==> src/rtl/gpio_serial_loader.sv <==
// gpio_serial_loader
// Reads one configuration word per user-project pad from the housekeeping
// register file and shifts it, MSB first, into the daisy-chained GPIO control
// blocks. Once the whole chain has been shifted, the block pulses serial_load
// so every control block moves its shift register into its active config.
//
// Ports:
//   clock_core     core clock
//   rstb           asynchronous active-low reset
//   xfer_start     single-cycle request to start a full chain transfer
//   xfer_busy      high while a transfer is in progress
//   xfer_done      one-cycle pulse when the transfer completes
//   cfg_addr       pad index presented to the register file
//   cfg_data       configuration word for cfg_addr (combinational read)
//   serial_clock   shift clock to the chain
//   serial_data    shift data to the chain
//   serial_load    latch strobe to the chain
//   serial_resetn  active-low chain reset
module gpio_serial_loader #(
    parameter int NUM_PADS = 38,
    parameter int CFG_BITS = 13,
    parameter int ADDR_W   = 6,
    parameter int CLK_DIV  = 1
) (
    input  logic                clock_core,
    input  logic                rstb,
    input  logic                xfer_start,
    output logic                xfer_busy,
    output logic                xfer_done,
    output logic [ADDR_W-1:0]   cfg_addr,
    input  logic [CFG_BITS-1:0] cfg_data,
    output logic                serial_clock,
    output logic                serial_data,
    output logic                serial_load,
    output logic                serial_resetn
);

    localparam int BIT_W = (CFG_BITS > 1) ? $clog2(CFG_BITS) : 1;
    localparam int DIV_W = (CLK_DIV > 1) ? $clog2(CLK_DIV) : 1;

    typedef enum logic [2:0] {
        IDLE,
        FETCH,
        SHIFT_LO,
        SHIFT_HI,
        LOAD,
        DONE
    } state_t;

    state_t              state;
    logic [CFG_BITS-1:0] shift_reg;
    logic [CFG_BITS-1:0] shift_next;
    logic [BIT_W-1:0]    bit_cnt;
    logic [DIV_W-1:0]    div_cnt;
    logic [1:0]          rsn_sync;
    logic                div_end;
    logic                last_bit;
    logic                last_pad;

    // Chain reset asserts with rstb and releases two core edges later.
    always_ff @(posedge clock_core or negedge rstb) begin
        if (!rstb) begin
            rsn_sync <= '0;
        end else begin
            rsn_sync <= {rsn_sync[0], 1'b1};
        end
    end

    assign serial_resetn = rsn_sync[1];

    assign shift_next = shift_reg << 1;
    assign div_end    = (div_cnt == DIV_W'(CLK_DIV - 1));
    assign last_bit   = (bit_cnt == BIT_W'(CFG_BITS - 1));
    // cfg_addr doubles as the pad index.
    assign last_pad   = (cfg_addr == ADDR_W'(NUM_PADS - 1));

    // Outputs are assigned on the edge that enters the state they belong to,
    // so each one is a plain flop and changes only with the state.
    always_ff @(posedge clock_core or negedge rstb) begin
        if (!rstb) begin
            state        <= IDLE;
            shift_reg    <= '0;
            bit_cnt      <= '0;
            div_cnt      <= '0;
            cfg_addr     <= '0;
            xfer_busy    <= 1'b0;
            xfer_done    <= 1'b0;
            serial_clock <= 1'b0;
            serial_data  <= 1'b0;
            serial_load  <= 1'b0;
        end else begin
            xfer_done <= 1'b0;
            case (state)
                IDLE: begin
                    serial_clock <= 1'b0;
                    serial_data  <= 1'b0;
                    serial_load  <= 1'b0;
                    if (xfer_start) begin
                        cfg_addr  <= '0;
                        xfer_busy <= 1'b1;
                        state     <= FETCH;
                    end
                end

                FETCH: begin
                    shift_reg    <= cfg_data;
                    bit_cnt      <= '0;
                    div_cnt      <= '0;
                    serial_clock <= 1'b0;
                    serial_data  <= cfg_data[CFG_BITS-1];
                    state        <= SHIFT_LO;
                end

                SHIFT_LO: begin
                    if (div_end) begin
                        div_cnt      <= '0;
                        serial_clock <= 1'b1;
                        state        <= SHIFT_HI;
                    end else begin
                        div_cnt <= div_cnt + DIV_W'(1);
                    end
                end

                SHIFT_HI: begin
                    if (div_end) begin
                        div_cnt      <= '0;
                        serial_clock <= 1'b0;
                        shift_reg    <= shift_next;
                        bit_cnt      <= bit_cnt + BIT_W'(1);
                        if (!last_bit) begin
                            // Next bit goes out with the falling edge.
                            serial_data <= shift_next[CFG_BITS-1];
                            state       <= SHIFT_LO;
                        end else if (!last_pad) begin
                            serial_data <= 1'b0;
                            cfg_addr    <= cfg_addr + ADDR_W'(1);
                            state       <= FETCH;
                        end else begin
                            serial_data <= 1'b0;
                            serial_load <= 1'b1;
                            state       <= LOAD;
                        end
                    end else begin
                        div_cnt <= div_cnt + DIV_W'(1);
                    end
                end

                LOAD: begin
                    if (div_end) begin
                        div_cnt     <= '0;
                        serial_load <= 1'b0;
                        xfer_busy   <= 1'b0;
                        xfer_done   <= 1'b1;
                        state       <= DONE;
                    end else begin
                        div_cnt <= div_cnt + DIV_W'(1);
                    end
                end

                DONE: begin
                    // A start seen here is dropped: the FSM always idles first.
                    state <= IDLE;
                end

                default: begin
                    state <= IDLE;
                end
            endcase
        end
    end

endmodule

==> config.mk <==
export PLATFORM = sky130hd
export DESIGN_NAME = gpio_serial_loader
export DESIGN_NICKNAME = d
export VERILOG_FILES = /design/src/rtl/gpio_serial_loader.sv
export SDC_FILE = /design/constraint.sdc
export NUM_CORES = 1
export LEC_CHECK = 0
export BUFFER_PORTS_ARGS = -buffer_cell sky130_fd_sc_hd__buf_4
export CAP_MARGIN = 20
export CORE_MARGIN = 2
export CORE_UTILIZATION = 58
export DETAILED_ROUTE_END_ITERATION = 8
export GPL_TIMING_DRIVEN = 1
export MAX_ROUTING_LAYER = met4
export PLACE_DENSITY = 0.83
export SLEW_MARGIN = 10
export SYNTH_ARGS = -nofsm -noshare
export SYNTH_HDL_FRONTEND = slang
export SYNTH_SLANG_ARGS = --single-unit
==> constraint.sdc <==
create_clock -name clock_core -period 4.8 [get_ports clock_core]
set_clock_uncertainty 0.15 [all_clocks]
set_input_delay 0.48 -clock clock_core [delete_from_list [all_inputs] [get_ports clock_core]]
set_output_delay 0.48 -clock clock_core [all_outputs]
set_load 0.02 [all_outputs]
# ---- Word level (Yosys, flattened, before mapping)
# Cells that the tools add are included.
dict set report totals {
  reg_bits 33
  latch_bits 0
  ramBits 0
  romBits 0
  output_inout_bits 12
  n_memories 0
}
dict set report classes {
  add_sub_neg 3
  multipliers 0
  n_div 0
  n_lt_le_gt_ge 0
  n_eq_ne 13
  shifts 0
  n_mux 32
  n_bitwise 0
  n_reduce_logical 17
}
# cell count
set op_table {}
lappend op_table {{2-to-1 mux 6 bit} 4}
lappend op_table {{one-hot mux 12 bit (2 select lines)} 1}
lappend op_table {{2-to-1 mux 3 bit} 6}
lappend op_table {{one-hot mux 3 bit (5 select lines)} 1}
lappend op_table {{inequality test 2 bit (second input constant)} 7}
lappend op_table {{2-to-1 mux 12 bit} 1}
lappend op_table {{one-hot mux 6 bit (2 select lines)} 1}
lappend op_table {{2-to-1 mux 1 bit} 11}
lappend op_table {{AND reduction 5 bit} 2}
lappend op_table {{one-hot mux 1 bit (3 select lines)} 3}
lappend op_table {{nonzero test 3 bit} 3}
lappend op_table {{one-hot mux 4 bit (2 select lines)} 1}
lappend op_table {{nonzero test 2 bit} 4}
lappend op_table {{adder 6 x 1 -> 6 bit (second input constant)} 1}
lappend op_table {{equality test 3 x 2 -> 1 bit (second input constant)} 2}
lappend op_table {{equality test 6 bit (second input constant)} 1}
lappend op_table {{AND reduction 3 bit} 2}
lappend op_table {{adder 4 x 1 -> 4 bit (second input constant)} 1}
lappend op_table {{equality test 4 bit (second input constant)} 1}
lappend op_table {{2-to-1 mux 4 bit} 1}
lappend op_table {{one-hot mux 1 bit (2 select lines)} 2}
lappend op_table {{AND reduction 2 bit} 2}
lappend op_table {{AND reduction 4 bit} 1}
lappend op_table {{equality test 3 x 1 -> 1 bit (second input constant)} 1}
lappend op_table {{5 further kinds} 5}

# ---- Longest topological paths before layout
dict set report logic_depth {
  word_depth 5
  depth_mapped 6
  ltp_nobuf 5
}

# ---- Least setup slack after synthesis
# OpenSTA, ideal clock, no wires.
dict set report synth_timing {
  path_type {register to register}
  start {register cfg_addr[1]}
  end {register cfg_addr[2]}
  arrival_ns 1.474
  t_required_ns 4.504
  slack_ns 3.030
  stages_incl_launch_ff 6
  path_cell_list {dfrtp_1 -> inv_1 -> ha_1 -> and4bb_2 -> a2111oi_0 -> a211oi_1}
}
dict set report synth_between {
  elab_chain_cells 5
}
# item line
set synth_rtl {}
lappend synth_rtl {{start: declaration} 30} ;# output logic [ADDR_W-1:0] cfg_addr,
lappend synth_rtl {{start signal: assignment} 136} ;# cfg_addr <= cfg_addr + ADDR_W'(1);
lappend synth_rtl {{adder 6 x 1 -> 6 bit} 136}
lappend synth_rtl {{2-to-1 mux 6 bit} 134} ;# end else if (!last_pad) begin
lappend synth_rtl {{2-to-1 mux 6 bit} 130} ;# if (!last_bit) begin
lappend synth_rtl {{2-to-1 mux 6 bit} 125} ;# if (div_end) begin
lappend synth_rtl {{one-hot mux 6 bit (2 select lines)} 93} ;# case (state)
# Several ways; a longest one is shown, not always the timed one. The select of a mux whose other input is x is not followed.
# A chain may end at the register's enable or synchronous reset.

# ---- Worst setup path after layout
dict set report layout_timing {
  start {register state[1]}
  end {register cfg_addr[5]}
}
dict set report layout_between {
  elab_chain_cells 3
}
# item line
set layout_rtl {}
lappend layout_rtl {{start: declaration} 50} ;# state_t state;
lappend layout_rtl {{start signal: assignment} 81} ;# state <= IDLE;
lappend layout_rtl {{start signal: assignment} 101} ;# state <= FETCH;
lappend layout_rtl {{start signal: assignment} 111} ;# state <= SHIFT_LO;
lappend layout_rtl {{equality test 3 x 2 -> 1 bit or zero test 3 bit (tied branches)} 93}
lappend layout_rtl {{inequality test 2 bit (no line) or nonzero test 2 bit (tied branches)} --}
lappend layout_rtl {{AND reduction 5 bit (no line)} --}
# Several ways; a longest one is shown, not always the timed one.

==> flow_metrics.tcl <==
set metrics [dict create \
    grt_pass1_vias 1174 \
    dpl.hpwl_mm 1.96 \
    avgSynthCellArea_um2 10.2 \
    die_height_um 55.6 \
    n_fill_cell 186 \
    cp_max_fo 25 \
    gr-total-overflow 0 \
    syn_area_um2 1540 \
    final_cell_mix "32 x dfrtp_1, 27 x buf_4, 23 x nand2_1" \
    cts_tree "built" \
    busiest_layer "met2" \
    dieArea_um2 3090 \
    min_period_over_period_pct 55.9 \
    htree_levels 2 \
    yosysWarnings 0 \
    clkTransAtPathRegs_ns 0.10 \
    cts_root_buf "clkbuf_4" \
    grt_usage_pct 21.9 \
    synthArstFlopShare_pct 100 \
    ys_seq_area_share_pct 51.9 \
    dr.first_iter.drc_count 47 \
    postPlaceCellArea_um2 1740 \
    grt_max_degree 35 \
    ys_ff_latch 32 \
    use_met3_pct 4.88 \
    ant_nets 0 \
    worst_slew_pin_slew_ns 1.00 \
    dr.pass1.iters 4 \
    setup_violations 0 \
    status "finished clean" \
    port_buffers 27 \
    use_met1_pct 27.4 \
    antenna_found_initial 0 \
    slew_viol_final 0 \
    ys.flop_type "dfrtp_1" \
    postCtsSetupRepairBufs 0 \
    synthAdderAreaFrac_pct 3.24 \
    grt_pass1_wl_mm 5.18 \
    largest_reg_flops 12 \
    synth_cell_type_count 35 \
    n_antenna_cell 0 \
    start_kind "register" \
    start_util_pct 61.8 \
    finalCriticalPeriod_ns 2.68 \
    io_pins 28 \
    cp.arrival_ns 2.78 \
    post-route-cell-area_um2 1810 \
    drv_cap 0 \
    synth_compound_area_share_pct 13.9 \
    hold_path_class "register to register" \
    fin_cells 206 \
    drt_wl_total_mm 2.85 \
    ir_drop_mv 0.322 \
    synth_top_family_by_area "simple AND/OR/NAND/NOR gates" \
    hold_violations 0 \
    clockBufferDepth 2 \
    p_per_area_nw_per_um2 544 \
    die_w_um 55.6 \
    drc 0 \
    syn2layout_area_growth_pct 17.5 \
    cts_buffers 5 \
    numClockSinks 32 \
    synth_edf_count 0 \
    path_class "register to register" \
    globalplace.congestion 0.769 \
    mostFrequentLayoutCell "dfrtp_1" \
    rsz0062_at_grt "false" \
    drive_gt1_share_pct 21.0 \
    crit_path_end_kind "register" \
    num_vias 1202 \
    leakagePower_nw 0.894 \
    setup_slack_ns 2.12 \
    dpl.cell_count 198 \
    post_drt_wl_per_cell_um 13.8 \
    clock_latency_ns 0.32 \
    synth_mux_area_share_pct 11.1 \
    fmax_mhz 373 \
    synth-simple-area-share_pct 14.7 \
    fin_util_pct 72.6 \
    place_ws_ns 2.16 \
    fin_nets 196 \
    worstPathRequired_ns 4.90 \
    fin_setup_tns_ns 0 \
    routed_via_density 5.83 \
    relSlewSlack_pct 33.2 \
    syn-num-nets 171 \
    grt.met2_usage_pct 34.4 \
    core-area_um2 2500 \
    synth_xor_area_share_pct 0 \
    synth_cells 151 \
    rows 18 \
]
## metal layers
metal	share of wire, %	routed length (um)
met5	0	0
met4	1.9	55
met3	4.6	130
met2	50	1420
met1	44	1240
## critical path, stage by stage, from the launching register on
cell and delay (ns):
dfrtp_1 0.96, nand4_1 0.63, or4_1 0.70, a21oi_1 0.17
## power breakdown
group / internal, mW / switching [mW]
clock: 0.0830 / 0.0860
combinational: 0.159 / 0.200
sequential: 0.358 / 0.102
total: 0.600 / 0.387
## final cells by class
class	count	area, um2	share of cell area (%)
multi-input cells	101	668	36.8
well taps	30	37.5	2.07
repair buffers	28	213	11.7
clock buffers	7	65.1	3.59
flip-flops and latches	32	801	44.1
inverters	8	30.0	1.66
## path summary, 6_finish.rpt
check	from	end	slack [ns]	depth (start not counted)
setup / recovery	state[1]$_DFFE_PN0P_	cfg_addr[5]$_DFFE_PN0P_	2.12	3
setup reg to reg	state[1]$_DFFE_PN0P_	cfg_addr[5]$_DFFE_PN0P_	2.12	3
min in group asynchronous	rstb	cfg_addr[1]$_DFFE_PN0P_	0.46	2
hold / removal	rsn_sync[0]$_DFF_PN0_	rsn_sync[1]$_DFF_PN0_	0.21	0
hold reg to reg	rsn_sync[0]$_DFF_PN0_	rsn_sync[1]$_DFF_PN0_	0.21	0
max in group asynchronous	rstb	serial_load$_DFFE_PN0P_	3.75	2
## synthesized netlist by cell type, types with 3 or more instances
| cell | instances | share of area [%] |
|---|---|---|
| dfrtp_1 | 32 | 52 |
| nand2_1 | 23 | 5.6 |
| o21ai_0 | 18 | 5.8 |
| mux2i_1 | 16 | 10 |
| inv_1 | 8 | 1.9 |
| clkbuf_1 | 6 | 1.5 |
| a21oi_1 | 5 | 1.6 |
| ha_1 | 4 | 3.2 |
| buf_2 | 3 | 0.97 |
| nand3_1 | 3 | 0.97 |
| nor2_1 | 3 | 0.73 |
## through the flow
stage | power, mW | hold WS [ns]
after floorplan | 0.716 | 0.0344
after global placement | 0.802 | 0.184
after detailed placement | 0.825 | 0.192
after CTS | 0.996 | 0.213
after global routing | 1.07 | 0.217
final | 0.987 | 0.210
## timing repair
action	in CTS	in global routing
hold buffers	1	0
gates resized for setup	0	0
endpoints found under the hold margin	32	0
## logic make-up after synthesis
kind of cell / count (synthesis)
simple gates: 44
compound gates: 35
flops: 32
buf+inv: 18
mux: 17
fa+ha+maj: 4
other cells: 1
Note: power is estimated with default switching activity, not from simulation.
